File: src/rtl/shft_pipe.sv
// Pipelined shifter/rotator with valid/ready handshake and carry-out of the last bit moved out.
// Define SHFT_PIPE_ROTATE_EN to implement ROL/ROR; otherwise those opcodes pass data through.
module shft_pipe #(
  parameter int unsigned WIDTH  = 16,
  parameter int unsigned STAGES = 2
) (
  input  logic                       clk,
  input  logic                       reset,
  input  logic                       in_valid,
  output logic                       in_ready,
  input  logic [WIDTH-1:0]           in_data,
  input  logic [$clog2(WIDTH)-1:0]   in_amt,
  input  logic [2:0]                 in_op,
  output logic                       out_valid,
  input  logic                       out_ready,
  output logic [WIDTH-1:0]           out_data,
  output logic                       out_carry
);

  localparam int unsigned SHAMT_W = $clog2(WIDTH);
  localparam int unsigned BPS     = (SHAMT_W + STAGES - 1) / STAGES;

  localparam logic [2:0] OP_LSHF  = 3'b000;
  localparam logic [2:0] OP_RSHFL = 3'b001;
  localparam logic [2:0] OP_RSHFA = 3'b011;
  localparam logic [2:0] OP_ROL   = 3'b100;
  localparam logic [2:0] OP_ROR   = 3'b101;

  // Partial shift by k; returns {carry, data}. Carry is meaningful only for k != 0.
  function automatic logic [WIDTH:0] apply_shift(input logic [WIDTH-1:0] x,
                                                 input logic [2:0] op,
                                                 input logic [SHAMT_W-1:0] k);
    logic [WIDTH-1:0]   r;
    logic [WIDTH-1:0]   t;
    logic               c;
    logic [SHAMT_W-1:0] km1;
    logic [SHAMT_W-1:0] nk;
    r   = x;
    t   = '0;
    c   = 1'b0;
    km1 = k - 1'b1;
    nk  = ~k + 1'b1;
    if (k != '0) begin
      case (op)
        OP_LSHF: begin
          r = x << k;
          t = x << km1;
          c = t[WIDTH-1];
        end
        OP_RSHFL: begin
          r = x >> k;
          t = x >> km1;
          c = t[0];
        end
        OP_RSHFA: begin
          r = $signed(x) >>> k;
          t = x >> km1;
          c = t[0];
        end
`ifdef SHFT_PIPE_ROTATE_EN
        OP_ROL: begin
          r = (x << k) | (x >> nk);
          c = r[0];
        end
        OP_ROR: begin
          r = (x >> k) | (x << nk);
          c = r[WIDTH-1];
        end
`endif
        default: begin
          r = x;
          c = 1'b0;
        end
      endcase
    end
    return {c, r};
  endfunction

  logic [WIDTH-1:0]   sd [STAGES];
  logic [SHAMT_W-1:0] sa [STAGES];
  logic [2:0]         so [STAGES];
  logic [STAGES-1:0]  sc;
  logic [STAGES-1:0]  sv;
  logic [STAGES-1:0]  adv;

  for (genvar i = 0; i < STAGES; i++) begin : g_stage
    // Amount bits owned by this stage, MSB-first; the last stage takes whatever remains.
    localparam int TOP  = int'(SHAMT_W) - i * int'(BPS);
    localparam int TOPC = (TOP < 0) ? 0 : TOP;
    localparam int LOW  = (i == int'(STAGES) - 1) ? 0 :
                          (((TOP - int'(BPS)) < 0) ? 0 : (TOP - int'(BPS)));
    localparam logic [SHAMT_W-1:0] MASK = SHAMT_W'(((1 << TOPC) - 1) & ~((1 << LOW) - 1));

    logic [WIDTH-1:0]   d_in;
    logic [SHAMT_W-1:0] a_in;
    logic [2:0]         o_in;
    logic               c_in;
    logic               v_in;
    logic [SHAMT_W-1:0] part;
    logic [WIDTH:0]     step;

    if (i == 0) begin : g_head
      assign d_in = in_data;
      assign a_in = in_amt;
      assign o_in = in_op;
      assign c_in = 1'b0;
      assign v_in = in_valid;
    end else begin : g_body
      assign d_in = sd[i-1];
      assign a_in = sa[i-1];
      assign o_in = so[i-1];
      assign c_in = sc[i-1];
      assign v_in = sv[i-1];
    end

    assign part   = a_in & MASK;
    assign step   = apply_shift(d_in, o_in, part);
    assign adv[i] = out_ready | ~(&sv[STAGES-1:i]);

    always_ff @(posedge clk) begin
      if (reset) begin
        sv[i] <= 1'b0;
        sc[i] <= 1'b0;
        sd[i] <= '0;
        sa[i] <= '0;
        so[i] <= '0;
      end else if (adv[i]) begin
        sv[i] <= v_in;
        if (v_in) begin
          sd[i] <= step[WIDTH-1:0];
          sa[i] <= a_in & ~MASK;
          so[i] <= o_in;
          sc[i] <= (part != '0) ? step[WIDTH] : c_in;
        end
      end
    end
  end

  assign in_ready  = adv[0];
  assign out_valid = sv[STAGES-1];
  assign out_data  = sd[STAGES-1];
  assign out_carry = sc[STAGES-1];

endmodule

File: config.mk
export PLATFORM = sky130hd
export DESIGN_NAME = shft_pipe
export DESIGN_NICKNAME = d
export VERILOG_FILES = /design/src/rtl/shft_pipe.sv
export SDC_FILE = /design/constraint.sdc
export NUM_CORES = 1
export LEC_CHECK = 0
export ABC_AREA = 0
export CAP_MARGIN = 20
export CORE_MARGIN = 5
export CORE_UTILIZATION = 56
export DETAILED_ROUTE_END_ITERATION = 8
export GPL_TIMING_DRIVEN = 0
export PLACE_DENSITY = 0.92
export SLEW_MARGIN = 20
export SYNTH_ARGS = -nofsm -noshare
export SYNTH_HDL_FRONTEND = slang
export SYNTH_SLANG_ARGS = --single-unit
File: constraint.sdc
create_clock -name clk -period 3.12 [get_ports clk]
set_input_delay 0.624 -clock clk [delete_from_list [all_inputs] [get_ports clk]]
set_output_delay 0.624 -clock clk [all_outputs]
set_load 0.005 [all_outputs]
Word level (Yosys, flattened, before mapping)
Memories as Yosys holds them, arrays and structs flattened.
Index checks and enable logic that the tools add are counted.
{ "totals": {"ff_bits": 4, "mem_bits_rw": 46, "input_bits": 27, "memories": 3} }
{ "op_classes": {"add_sub_neg": 2, "n_eq_ne": 4, "shift": 10, "mux": 24, "n_bitwise": 10, "n_reduce_logical": 9} }
{ "mem_list": {"columns": ["name", "depth", "width", "rd", "rd_ports_with_merged_regs", "wr", "line_no", "source"], "rows": [
  ["sd", 2, 16, 2, 0, 2, "79", "logic [WIDTH-1:0] sd [STAGES];"],
  ["sa", 2, 4, 1, 0, 2, "80", "logic [SHAMT_W-1:0] sa [STAGES];"],
  ["so", 2, 3, 1, 0, 2, "81", "logic [2:0] so [STAGES];"]
]} }
{ "op_table": {"columns": ["op", "n"], "rows": [
  ["case mux 16 bit (3 select lines)", 2],
  ["2-to-1 mux 16 bit", 4],
  ["<< shifter 16 x 4 -> 16 bit", 3],
  ["right shift 16 x 4 -> 1 bit", 2],
  ["<< shifter 16 x 2 -> 16 bit", 1],
  ["right shift 16 x 2 -> 16 bit", 1],
  ["right shift 16 x 4 -> 16 bit", 1],
  [">>> shifter 16 x 2 -> 16 bit", 1],
  [">>> shifter 16 x 4 -> 16 bit", 1],
  ["2-to-1 mux 1 bit", 12],
  ["2-to-1 mux 4 bit", 2],
  ["OR 1 bit", 8],
  ["nonzero test 4 bit", 2],
  ["equality test 3 x 1 -> 1 bit (second input constant)", 2],
  ["equality test 3 x 2 -> 1 bit (second input constant)", 2],
  ["logical NOT 3 bit", 2],
  ["2-to-1 mux 3 bit", 2],
  ["AND reduction 2 bit", 3],
  ["case mux 1 bit (2 select lines)", 2],
  ["OR reduction 2 bit", 2],
  ["subtractor 4 x 1 -> 4 bit (second input constant)", 1],
  ["subtractor 2 x 1 -> 3 bit (second input constant)", 1],
  ["NOT 1 bit", 2]
]} }

Longest topological paths before layout
{ "logic_depth": {"ltp_word": 7, "ltp_mapped": 8} }

Worst setup path after synthesis
No wires, ideal clock.
{ "synth_timing": {"path_type": "input -> register", "startpoint": "input in_amt[2]", "endpoint": "memory sd[0][9] (data pin)", "setup_time_ps": 257, "t_arrival_ps": 2099, "required_ps": 2863, "setup_slack_ps": 764, "cell_stages": 7, "path_cell_list": "buf_2 buf_2 inv_1 ha_1 a211o_1 buf_2 a32o_1"} }
{ "synth_lines": {"columns": ["item", "line_no", "source"], "rows": [
  ["start: declaration", "12", "input logic [$clog2(WIDTH)-1:0] in_amt,"],
  ["end: declaration", "79", null]
]} }

==> run metrics <==
Worst Setup End Kind register; Avg WL per Cell 18.4 um; status complete, no violations; EDFF count, synth 37; fin crit share 88.5%; vias per cell 6.65; clock skew 0.00505 ns; Top Family by Delay on Critical Path buffers and inverters; max-slew violations 0; multiplexer area fraction after synthesis 18.1%; final net count 420; clk buf depth 2; clock root buffer clkbuf_8; fin area 4020 um^2; Worst-Margin Slew 0.899 ns; post-place instance area 3910 um^2; critical path fanouts, max 10; largest family of logic cells by synthesized area compound AO/OA/AOI/OAI gates; diode count 0; DP HPWL 6650 um; Distinct cells, synth 58; Die Height 87.9 um; Residual DRC 0; power per cell area 378 nW/um^2; peak supply drop 0.278 mV; yosys warns 0; # hold bufs at CTS 0; top_reg_cell synth edfxtp_1; total track usage 23.2%; pin count of the biggest net entering global routing 23; cell area after synthesis 3390 um^2; Reg2Reg Setup Slack 0.92 ns; Hold Slack 0.493 ns; CTS buffer count 5; TNS Setup 0 ns; Power Total 1.52 mW; Synth Net Count 371; Worst-Skew Late Latency 0.29 ns; crit path DAT 2.90 ns; Reg area 1190 um^2; xor/xnor share of the synthesized area 0%; Hold EP g_stage[1].c_in; initial core utilization 57.3%; Layout area overhead 18.4%; Worst path max stage delay 0.51 ns; Seq cells post-synth 41; r2r worst-path depth 8; Vias 3,106; Routed Antenna Nets 0; num ports 46; clk sinks 41; f_max 362 MHz; Post-Synth Simple-Gate Area 14.9%; H-tree depth 2; RSZ-0062 raised after global routing no; Worst Hold Depth 2; Die Wd 87.9 um; max_cap viols 0; CP max stage cell clkdlybuf4s50_1; final core utilization 67.9%; first-pass GRT wire length 14,200 um; antenna violations before repair 0; Synth Area in Adders 0.737%; CP Buf/Inv Count 4; Multi-input gate area 1990 um^2; slew margin rel. 40.0%; filler instances 481; First-pass DRT Iterations 5; total congestion overflow 0; Hold Fails Final Rpt 0; Placer Congestion 0.953; clk slew on worst S/H paths 0.08 ns; share of layout cells above drive strength 1 14.8%; Avg Synthesized Cell Area 9.93 um^2; post-synthesis sequential area ratio 35.1%; reg-to-reg endpoint sd[1][12]; Syn Inst Count 342; post-CTS sizing 0; drt initial violations 272; TritonCTS clock tree yes; die area 7720 um^2; Hold Path Origin g_stage[1].c_in; Post-CTS Setup Bufs 0; async set-or-reset flop fraction in the synthesized netlist 0%; WL final 8590 um; IO Port Bufs 42; Tmin final 2.76 ns; worst flop-to-flop path startpoint sa[0][0]; critical path type input pin to register; Core Area 5920 um^2; Leak 1.42 nW; vias in the first global route 2,974; crit start category input pin; Setup Viol. Count Final 0; worst hold path type register to register; row count 28; post-synthesis compound-gate area fraction 24.8%; Worst Path Required 3.25 ns; CP cell instances clkdlybuf4s50_1, inv_1, clkbuf_1, ha_1, a211oi_4, buf_2, o211ai_1, a21oi_1
-- kinds of logic (layout without fill, tap and decap cells) --
logic type               count (synthesis)  in the layout
flip-flops                              41             41
multiplexers                            43             43
adder cells (fa/ha/maj)                  2              2
AND/OR/NAND/NOR                        103            103
buffers and inverters                   36             86
AO/OA/AOI/OAI                          117            117
-- registers in the layout, summed over array words and instances, names as in the netlist --
register / cells
so: 3
sa: 2
sd: 32
g_stage.v_in: 1
g_stage.c_in: 1
out_valid: 1
out_carry: 1
-- layer usage --
layer / vias up / track usage (%) / wire length, um
met4: 0 / 9.62 / 274
met1: 1444 / 27.2 / 3170
li1: 1448 / - / -
met3: 29 / 2.73 / 706
met2: 185 / 42.6 / 4440
met5: - / 0 / 0
-- metrics by stage --
stage,std cells,setup slack (ns)
2_1_floorplan,342,0.764
3_3_place_gp,459,0.113
3_5_place_dp,459,0.127
4_1_cts,467,0.434
5_1_grt,467,0.180
6_report,467,0.357
-- tightest hold or removal path: stages (launching register included) --
cell and delay, ns:
dfxtp_1 0.32, inv_1 0.06, o32ai_1 0.06
-- cells in the final DEF (no fill, tap or decap), drive strengths merged, types with 3 or more instances in the layout --
cell type and n:
nor2b 8, nor3 14, buf 19, nand2b 5
edfxtp 37, o221ai 14, a32oi 3, and2 4
a22o 13, inv 9, clkdlybuf4s50 42, nand2 33
o21ai 24, a21o 3, o211ai 5, o22ai 4
mux2 8, mux4 13, a22oi 3, a21oi 19
mux2i 22, a2bb2oi 5, clkbuf 14, a211oi 5
nand3 5, nor2 26, dfxtp 4, a31oi 6
-- cell usage after synthesis, drive strengths merged (4+ instances only) --
| library cell | instances | area [um^2] |
|---|---|---|
| nand2 | 33 | 126 |
| mux4 | 13 | 304 |
| nand3 | 5 | 25.0 |
| a22o | 13 | 114 |
| a21oi | 19 | 95.1 |
| a211oi | 5 | 62.6 |
| edfxtp | 37 | 1110 |
| a31oi | 6 | 37.5 |
| nor3 | 14 | 86.3 |
| o22ai | 4 | 25.0 |
| o221ai | 14 | 123 |
| and2 | 4 | 25.0 |
| inv | 9 | 33.8 |
| dfxtp | 4 | 80.1 |
| nor2b | 8 | 50.1 |
| clkbuf | 8 | 41.3 |
| nand2b | 5 | 33.8 |
| o211ai | 5 | 37.5 |
| nor2 | 26 | 108 |
| a2bb2oi | 5 | 43.8 |
| o21ai | 24 | 120 |
| mux2i | 22 | 220 |
| buf | 19 | 140 |
| mux2 | 8 | 90.1 |
-- where the power goes --
| group | internal [mW] | switching [mW] | total (mW) | leakage [nW] |
|---|---|---|---|---|
| clock | 0.240 | 0.175 | 0.415 | 0.0554 |
| combinational | 0.202 | 0.217 | 0.419 | 0.932 |
| sequential | 0.643 | 0.0414 | 0.684 | 0.435 |
-- final cells by class --
| type | count | area share, % |
|---|---|---|
| plain buffers | 27 | 4.51 |
| clock buffers | 6 | 1.81 |
| well taps | 75 | 2.33 |
| flip-flops and latches | 41 | 29.6 |
| repair buffers | 42 | 10.5 |
| multi-input cells | 265 | 49.5 |
| clock inverters | 2 | 0.965 |
| inverters | 9 | 0.840 |
-- worst max path at each step --
stage	startpoint	end	slack, ns	cells after the start
global route	in_amt[3]	sd[0][0]	0.18	8
floorplan	in_amt[2]	sd[0][9]	0.76	7
detailed placement	in_amt[3]	sd[0][14]	0.13	8
finish	in_amt[3]	sd[0][15]	0.36	8
CTS	in_amt[3]	sd[0][15]	0.43	8
global placement	in_amt[3]	sd[0][14]	0.11	8
(Power assumes the default switching activity.)
